===== src/rtl/up_dn_cmd_gen_if.sv =====
// Button, switch and limit-flag inputs plus the command outputs of up_dn_cmd_gen.
// master drives buttons/switches/flags; slave is the command generator.
interface up_dn_cmd_gen_if #(
   parameter int WIDTH = 5
);
   logic             Btn_Load;
   logic             Btn_Up;
   logic             Btn_Down;
   logic [WIDTH-1:0] Sw_In;
   logic             High;
   logic             Low;
   logic [WIDTH-1:0] In;
   logic             Load;
   logic             Up;
   logic             Down;
   logic             Blocked;

   modport master (
      output Btn_Load, Btn_Up, Btn_Down, Sw_In, High, Low,
      input  In, Load, Up, Down, Blocked
   );

   modport slave (
      input  Btn_Load, Btn_Up, Btn_Down, Sw_In, High, Low,
      output In, Load, Up, Down, Blocked
   );
endinterface


===== src/rtl/up_dn_cmd_gen.sv =====
// Debounced, arbitrated Load/Up/Down command generator for the 5-bit up/down counter.
// Define CMD_AUTO_RPT_EN to enable press-and-hold auto-repeat on Up/Down.
module up_dn_cmd_gen #(
   parameter int WIDTH   = 5,
   parameter int DEB_CYC = 4,
   parameter int RPT_DLY = 16,
   parameter int RPT_PER = 4
) (
   input  logic           Clk,
   input  logic           Rst_n,
   up_dn_cmd_gen_if.slave bus
);

   localparam int CW = $clog2(DEB_CYC + 1);

   if (DEB_CYC < 1 || RPT_DLY < 1 || RPT_PER < 1) begin : g_bad_param
      $error("up_dn_cmd_gen: DEB_CYC, RPT_DLY and RPT_PER must be >= 1");
   end

   // Button index: 0 = Load, 1 = Up, 2 = Down
   logic [2:0]    w_btn;
   logic [2:0]    r_sync1;
   logic [2:0]    r_sync2;
   logic [2:0]    r_deb;
   logic [2:0]    r_press;
   logic [CW-1:0] r_cnt [3];

   assign w_btn = {bus.Btn_Down, bus.Btn_Up, bus.Btn_Load};

   always_ff @(posedge Clk or negedge Rst_n) begin
      if (!Rst_n) begin
         r_sync1 <= '0;
         r_sync2 <= '0;
         r_deb   <= '0;
         r_press <= '0;
         for (int i = 0; i < 3; i++) r_cnt[i] <= '0;
      end else begin
         r_sync1 <= w_btn;
         r_sync2 <= r_sync1;
         for (int i = 0; i < 3; i++) begin
            r_press[i] <= 1'b0;
            if (r_sync2[i] == r_deb[i]) begin
               r_cnt[i] <= '0;
            end else if (r_cnt[i] == CW'(DEB_CYC - 1)) begin
               // Flip on the DEB_CYC-th mismatching cycle; a 0->1 flip is a press
               r_deb[i]   <= ~r_deb[i];
               r_cnt[i]   <= '0;
               r_press[i] <= ~r_deb[i];
            end else begin
               r_cnt[i] <= r_cnt[i] + 1'b1;
            end
         end
      end
   end

   // Up/Down request FSMs, index 0 = Up, 1 = Down
`ifdef CMD_AUTO_RPT_EN
   typedef enum logic [1:0] {S_IDLE, S_DELAY, S_REPEAT} state_t;
   localparam int TW = $clog2(RPT_DLY) + 1;
   logic [TW-1:0] r_tmr     [2];
   logic [TW-1:0] w_tmr_nxt [2];
`else
   typedef enum logic {S_IDLE, S_HELD} state_t;
`endif

   state_t     r_st     [2];
   state_t     w_st_nxt [2];
   logic [1:0] w_req;
   logic [1:0] w_held;
   logic [1:0] w_pr;

   assign w_held = r_deb[2:1];
   assign w_pr   = r_press[2:1];

   always_ff @(posedge Clk or negedge Rst_n) begin
      if (!Rst_n) begin
         for (int i = 0; i < 2; i++) begin
            r_st[i]  <= S_IDLE;
`ifdef CMD_AUTO_RPT_EN
            r_tmr[i] <= '0;
`endif
         end
      end else begin
         r_st  <= w_st_nxt;
`ifdef CMD_AUTO_RPT_EN
         r_tmr <= w_tmr_nxt;
`endif
      end
   end

   always_comb begin
      w_st_nxt  = r_st;
      w_req     = '0;
`ifdef CMD_AUTO_RPT_EN
      w_tmr_nxt = r_tmr;
`endif
      for (int i = 0; i < 2; i++) begin
         if (!w_held[i]) begin
            w_st_nxt[i] = S_IDLE;
         end else begin
`ifdef CMD_AUTO_RPT_EN
            case (r_st[i])
               S_IDLE: if (w_pr[i]) begin
                  w_req[i]     = 1'b1;
                  w_st_nxt[i]  = S_DELAY;
                  w_tmr_nxt[i] = TW'(RPT_DLY - 1);
               end
               S_DELAY, S_REPEAT: if (r_tmr[i] == '0) begin
                  w_req[i]     = 1'b1;
                  w_st_nxt[i]  = S_REPEAT;
                  w_tmr_nxt[i] = TW'(RPT_PER - 1);
               end else begin
                  w_tmr_nxt[i] = r_tmr[i] - 1'b1;
               end
               default: w_st_nxt[i] = S_IDLE;
            endcase
`else
            case (r_st[i])
               S_IDLE: if (w_pr[i]) begin
                  w_req[i]    = 1'b1;
                  w_st_nxt[i] = S_HELD;
               end
               default: w_st_nxt[i] = S_HELD;
            endcase
`endif
         end
      end
   end

   // Arbitration Load > Down > Up; losers are dropped, limits only gate Up/Down
   logic [WIDTH-1:0] r_in;
   logic             r_load;
   logic             r_up;
   logic             r_dn;
   logic             r_blk;

   always_ff @(posedge Clk or negedge Rst_n) begin
      if (!Rst_n) begin
         r_in   <= '0;
         r_load <= 1'b0;
         r_up   <= 1'b0;
         r_dn   <= 1'b0;
         r_blk  <= 1'b0;
      end else begin
         r_load <= 1'b0;
         r_up   <= 1'b0;
         r_dn   <= 1'b0;
         r_blk  <= 1'b0;
         if (r_press[0]) begin
            r_load <= 1'b1;
            r_in   <= bus.Sw_In;
         end else if (w_req[1]) begin
            if (bus.Low) r_blk <= 1'b1;
            else         r_dn  <= 1'b1;
         end else if (w_req[0]) begin
            if (bus.High) r_blk <= 1'b1;
            else          r_up  <= 1'b1;
         end
      end
   end

   assign bus.In      = r_in;
   assign bus.Load    = r_load;
   assign bus.Up      = r_up;
   assign bus.Down    = r_dn;
   assign bus.Blocked = r_blk;

endmodule


===== src/flat_wrapper.sv =====
// flat-port wrapper written by rule: the top's interface ports become plain ports
module up_dn_cmd_gen_flat 
#(
   parameter int WIDTH   = 5,
   parameter int DEB_CYC = 4,
   parameter int RPT_DLY = 16,
   parameter int RPT_PER = 4
)
  (Clk, Rst_n, bus_Btn_Load, bus_Btn_Up, bus_Btn_Down, bus_Sw_In, bus_High, bus_Low, bus_In, bus_Load, bus_Up, bus_Down, bus_Blocked);
  up_dn_cmd_gen_if #(.WIDTH(WIDTH)) bus_i ();
  input  logic Clk;
  input  logic Rst_n;
  input wire logic [$bits(bus_i.Btn_Load)-1:0] bus_Btn_Load;
  input wire logic [$bits(bus_i.Btn_Up)-1:0] bus_Btn_Up;
  input wire logic [$bits(bus_i.Btn_Down)-1:0] bus_Btn_Down;
  input wire logic [$bits(bus_i.Sw_In)-1:0] bus_Sw_In;
  input wire logic [$bits(bus_i.High)-1:0] bus_High;
  input wire logic [$bits(bus_i.Low)-1:0] bus_Low;
  output wire logic [$bits(bus_i.In)-1:0] bus_In;
  output wire logic [$bits(bus_i.Load)-1:0] bus_Load;
  output wire logic [$bits(bus_i.Up)-1:0] bus_Up;
  output wire logic [$bits(bus_i.Down)-1:0] bus_Down;
  output wire logic [$bits(bus_i.Blocked)-1:0] bus_Blocked;
  assign bus_i.Btn_Load = bus_Btn_Load;
  assign bus_i.Btn_Up = bus_Btn_Up;
  assign bus_i.Btn_Down = bus_Btn_Down;
  assign bus_i.Sw_In = bus_Sw_In;
  assign bus_i.High = bus_High;
  assign bus_i.Low = bus_Low;
  assign bus_In = bus_i.In;
  assign bus_Load = bus_i.Load;
  assign bus_Up = bus_i.Up;
  assign bus_Down = bus_i.Down;
  assign bus_Blocked = bus_i.Blocked;
  up_dn_cmd_gen #(.WIDTH(WIDTH), .DEB_CYC(DEB_CYC), .RPT_DLY(RPT_DLY), .RPT_PER(RPT_PER)) u_core (.Clk(Clk), .Rst_n(Rst_n), .bus(bus_i));
endmodule

===== config.mk =====
export PLATFORM = sky130hd
export DESIGN_NAME = up_dn_cmd_gen_flat
export DESIGN_NICKNAME = d
export VERILOG_FILES = /design/src/rtl/up_dn_cmd_gen_if.sv /design/src/rtl/up_dn_cmd_gen.sv /design/src/flat_wrapper.sv
export SDC_FILE = /design/constraint.sdc
export NUM_CORES = 1
export LEC_CHECK = 0
export CORE_MARGIN = 1
export CORE_UTILIZATION = 45
export CTS_BUF_LIST = sky130_fd_sc_hd__clkbuf_16
export CTS_CLUSTER_DIAMETER = 30
export DETAILED_ROUTE_END_ITERATION = 6
export GPL_TIMING_DRIVEN = 0
export PLACE_DENSITY = 0.7
export SYNTH_ARGS = -nofsm -noshare
export SYNTH_HDL_FRONTEND = slang
export SYNTH_SLANG_ARGS = --single-unit

===== constraint.sdc =====
create_clock -name Clk -period 1.47 [get_ports Clk]
set_input_delay 0.441 -clock Clk [delete_from_list [all_inputs] [get_ports Clk]]
set_output_delay 0.441 -clock Clk [all_outputs]
set_load 0.05 [all_outputs]

Word-level counts from Yosys, hierarchy flattened. Index checks and enable logic that the tools add are counted.

Input port bits: 12. Register bits after elaboration: 32.

Equal/unequal tests: 6. Bitwise logic cells: 6. Multiplexer cells: 35. Reductions and logical operators: 3. Add/sub/neg operators: 3.

Operator list (number): 1-bit 2-to-1 mux (29); 3-bit 2-to-1 mux (6); 3-bit by 1-bit adder with 3-bit output (second input constant) (3); 3-bit by 2-bit == test with 1-bit output (second input constant) (3); 1-bit NOT (6); 2-bit AND reduction (3); 1-bit == test (3).

Logic depth before layout (Yosys ltp).
Depth in word-level cells: 6. Mapped depth: 4. Depth with buffers taken out: 4.

Least setup slack after synthesis. OpenSTA, ideal clock, no wires.

Path type: flip-flop to flip-flop. Start: register u_core.r_cnt[0] (netlist bit). End: register u_core.r_deb[2]. Stages on the path, launching flop included: 4. Setup time: 125 ps. Arrival: 1000 ps. Path slack: 345 ps. Period minus slack after synthesis: 1125 ps. Data required time: 1345 ps. Cells stage by stage: dfrtp_1 -> ha_1 -> nor2b_4 -> mux2_2.

Cells in the longest elaborated chain, start to end: 2.

RTL lines: start, declared (line up_dn_cmd_gen.sv:26) `logic [CW-1:0] r_cnt [3];`; start signal, assigned by index (line up_dn_cmd_gen.sv:50) `r_cnt[i] <= r_cnt[i] + 1'b1;`; 3-bit by 2-bit == test with 1-bit output (line up_dn_cmd_gen.sv:44) `end else if (r_cnt[i] == CW'(DEB_CYC - 1)) begin`; 2-bit AND reduction (no source line); end signal, assigned by index (line up_dn_cmd_gen.sv:46) `r_deb[i] <= ~r_deb[i];`; end, declared (line up_dn_cmd_gen.sv:24) `logic [2:0] r_deb;`.

Every way passes these cells. A chain may end at the register's enable or synchronous reset.

Final worst setup path.
Start: register u_core.r_in[1], in the netlist u_core.bus.In[1]. End: output port bus_In[1].

RTL lines: start, declared (line up_dn_cmd_gen.sv:131) `logic [WIDTH-1:0] r_in;`; start signal, assigned (line up_dn_cmd_gen.sv:151) `r_in <= bus.Sw_In;`; end, declared (line flat_wrapper.sv:19) `output wire logic [$bits(bus_i.In)-1:0] bus_In;`.

No word-level cell between the ends.

==> impl_metrics.csv <==
group,metric,value,unit
drt,drc_errors,0,
synth,synth_nets,87,
synth,ys_seq_elements,32,
placed_design,io_buffers,20,
setup_path,worstRegToRegCells,3,
drt,met1Wirelength,748,µm
global_route,antenna_found_initial,0,
setup_path,r2r-end,"u_core.r_deb[0]",
global_route,grt_first_pass_wirelength,2700,µm
drt,top_layer,"met4",
floorplanning,io_pins,21,
setup_path,rrSetupSlack,0.29,ns
power_and_ir_drop,switching_share,0.302,
sta,final_hold_viol_count,0,
setup_path,crit_chain,"clkdlybuf4s18_2",
synth,synth_area,1190,µm²
power_and_ir_drop,switching_power,0.000872,W
drt,vias_per_cell,4.82,
global_route,grt_max_degree,33,
setup_path,critical_path_class,"register to output port",
floorplanning,fp-row-count,18,
clock_tree,clk_latency,0.27,ns
setup_path,end_kind,"output port",
power_and_ir_drop,seqPwrFrac,0.415,
floorplanning,die_h,53.4,µm
sta,setup_viol,0,
sta,slew_viol_final,0,
synth,synth_area_leaders,"dfrtp_1 67%, mux2_2 7.6%, ha_1 3.2%, nor2b_4 2.3%, xnor2_1 2.2%",
drt,firstDrtPassIters,2,
synth,avgSynthCellArea,16.5,µm²
final_layout,syn2layout_area_growth,31.7,%
synth,synth-seq-area-share,0.674,
floorplanning,dieWidth,53.4,µm
clock_tree,cts_buffers,5,
setup_path,worst_ep_arrival_time,0.98,ns
drt,routed-wl-met2,748,µm
setup_path,r2r-start,"u_core.r_cnt[6]",
placed_design,post-dp-hpwl,1120,µm
final_layout,mostFrequentLayoutCells,"32 x dfrtp_1, 10 x clkdlybuf4s50_1, 8 x mux2_2, 8 x clkdlybuf4s15_2, 5 x clkbuf_16",
sta,period_share,0.968,
clock_tree,postCtsHoldBufs,0,
setup_path,crit_cells,1,
setup_path,max_stage_delay,0.37,ns
sta,fmax,703,MHz
setup_path,required,1.03,ns
drt,dr_wl_met3,137,µm
clock_tree,root_buffer,"clkbuf_16",
clock_tree,cts_tree,"done",
power_and_ir_drop,internal_power,0.00202,W
power_and_ir_drop,combPwrFrac,0.264,
setup_path,critPathLaunchType,"register",
run,max-cap-violations,0,
synth,ys_types,22,
setup_path,timing.critical_path.buf_inv,1,
power_and_ir_drop,irDropWorstVdd,0.00135,V
final_layout,antennaDiodeCount,0,
final_layout,nNetsFinal,114,
sta,rsz0062_at_grt,"no",
synth,yosysWarningCount,0,
global_route,track_usage,0.151,
global_route,grt-ovfl-total,0,
floorplanning,core-area,2480,µm²
hold_path,min_path_type,"input port to asynchronous set/reset pin",
floorplanning,die_area,2850,µm²
placed_design,gp_congestion,0.715,
clock_tree,cts_buffer_depth,2,
synth,synth_top_cell_area_share,0.674,
sta,tightest_slew,0.671,ns
final_layout,final_util,0.632,
drt,via_count,622,
setup_path,crit_family,"flip-flops",
synth,synth_top_area_cell,"dfrtp_1",
power_and_ir_drop,p_leak,0.729,nW
sta,hold_ws,0.205,ns
clock_tree,clock-sinks,32,
clock_tree,clk_pin_slew_worst_paths,0.05,ns
drt,antenna_left,0,
run_status,run_status,"finished clean",
global_route,first_global_vias,623,
sta,min_period,1.42,ns
final_layout,drive_gt1_frac,0.354,
setup_path,crit_slowest_cell,"dfrtp_1",
drt,wl_per_cell,12.9,µm
synth,netlist_instances,72,
drt,drtIter0Drc,1,
clock_tree,htree_levels,2,
sta,slew_headroom,0.553,
final_layout,layout_commonest_cell,"dfrtp_1",
floorplanning,initial_utilization,0.480,
final_layout,n_fill_cell,199,
power_and_ir_drop,p_clk_frac,0.321,
setup_path,crit_fanout,2,
sta,finClkSkew,0.00439,ns
drt,routed_wl,1660,µm
power_and_ir_drop,power_density,1850,nW/µm²
flip-flops by register name, indices dropped and copies added, names as in the netlist:
| name | count |
|---|---|
| u_core.bus.Blocked | 1 |
| u_core.r_press | 3 |
| u_core.bus.In | 5 |
| u_core.bus.Load | 1 |
| u_core.r_sync2 | 3 |
| u_core.r_sync1 | 3 |
| u_core.bus.Up | 1 |
| u_core.r_deb | 3 |
| u_core.r_st | 2 |
| u_core.bus.Down | 1 |
| u_core.r_cnt | 9 |
power groups by stage:
stage | registers [W] | clock network, W | logic (W)
after floorplan | 0.00142 | 0 | 0.000331
after global placement | 0.00120 | 0 | 0.000764
after detailed placement | 0.00121 | 0 | 0.000786
after CTS | 0.00120 | 0.000950 | 0.000773
after global routing | 0.00122 | 0.000993 | 0.000828
final | 0.00120 | 0.000927 | 0.000762
Yosys cell counts, drive strengths merged:
cell	instances
dfrtp	32
mux2	8
nor3b	5
nor2b	4
nor3	4
ha	3
xnor2	3
and3b	2
o21a	2
and3	1
and4b	1
buf	1
inv	1
mux2i	1
nand2b	1
nand3b	1
nor2	1
nor4b	1
area by class of cell:
cell class	instances	area, µm²	share of cell area
multi-input combinational	38	373	0.238
sequential	32	801	0.512
clock buffer	5	125	0.0799
timing repair buffer	20	205	0.131
buffer	1	11.3	0.00719
tap	30	37.5	0.0240
inverter	1	3.75	0.00240
clock inverter	2	8.76	0.00560
worst max-delay path by stage:
stage,endpoint,slack [ns],start
6_report,bus_In[1],0.05,u_core.bus.In[1]
3_3_place_gp,u_core.r_sync1[2],-0.57,Rst_n
3_5_place_dp,u_core.r_cnt[7],-0.62,Rst_n
2_1_floorplan,u_core.r_deb[2],0.35,u_core.r_cnt[0]
4_1_cts,u_core.r_cnt[0],0.006,Rst_n
5_1_grt,bus_In[1],0.002,u_core.bus.In[1]
layer usage:
layer / up-vias / global-route usage
li1: 303 / -
met1: 292 / 0.159
met2: 22 / 0.223
met3: 5 / 0.0948
met4: 0 / 0.0921
met5: - / 0
stage by stage:
step           total power [W]  std cells  cell area, µm²  setup WS [ns]  setup TNS [ns]
2_1_floorplan          0.00175         72            1190          0.345               0
3_3_place_gp           0.00196        122            1430         -0.568          -18.85
3_5_place_dp           0.00200        122            1430         -0.620          -20.54
4_1_cts                0.00292        129            1570        0.00608               0
5_1_grt                0.00304        129            1570        0.00224               0
6_report               0.00289        129            1570         0.0476               0
logic make-up (layout without fill, tap and decap cells):
family          Yosys count  in the layout  synth area share
flops                    32             32             0.674
simple gates             21             21             0.163
mux                       9              9            0.0842
fa+ha+maj                 3              3            0.0316
xor+xnor                  3              3            0.0221
compound gates            2              2            0.0126
buf+inv                   2             29            0.0126
timing repair:
| item | in CTS | in global routing |
|---|---|---|
| setup endpoints to repair | 41 | 1 |
| pin swaps | 0 | 0 |
| gates resized for setup | 29 | 1 |
| buffers inserted | 0 | 0 |
Note: power is estimated with default switching activity, not from simulation.
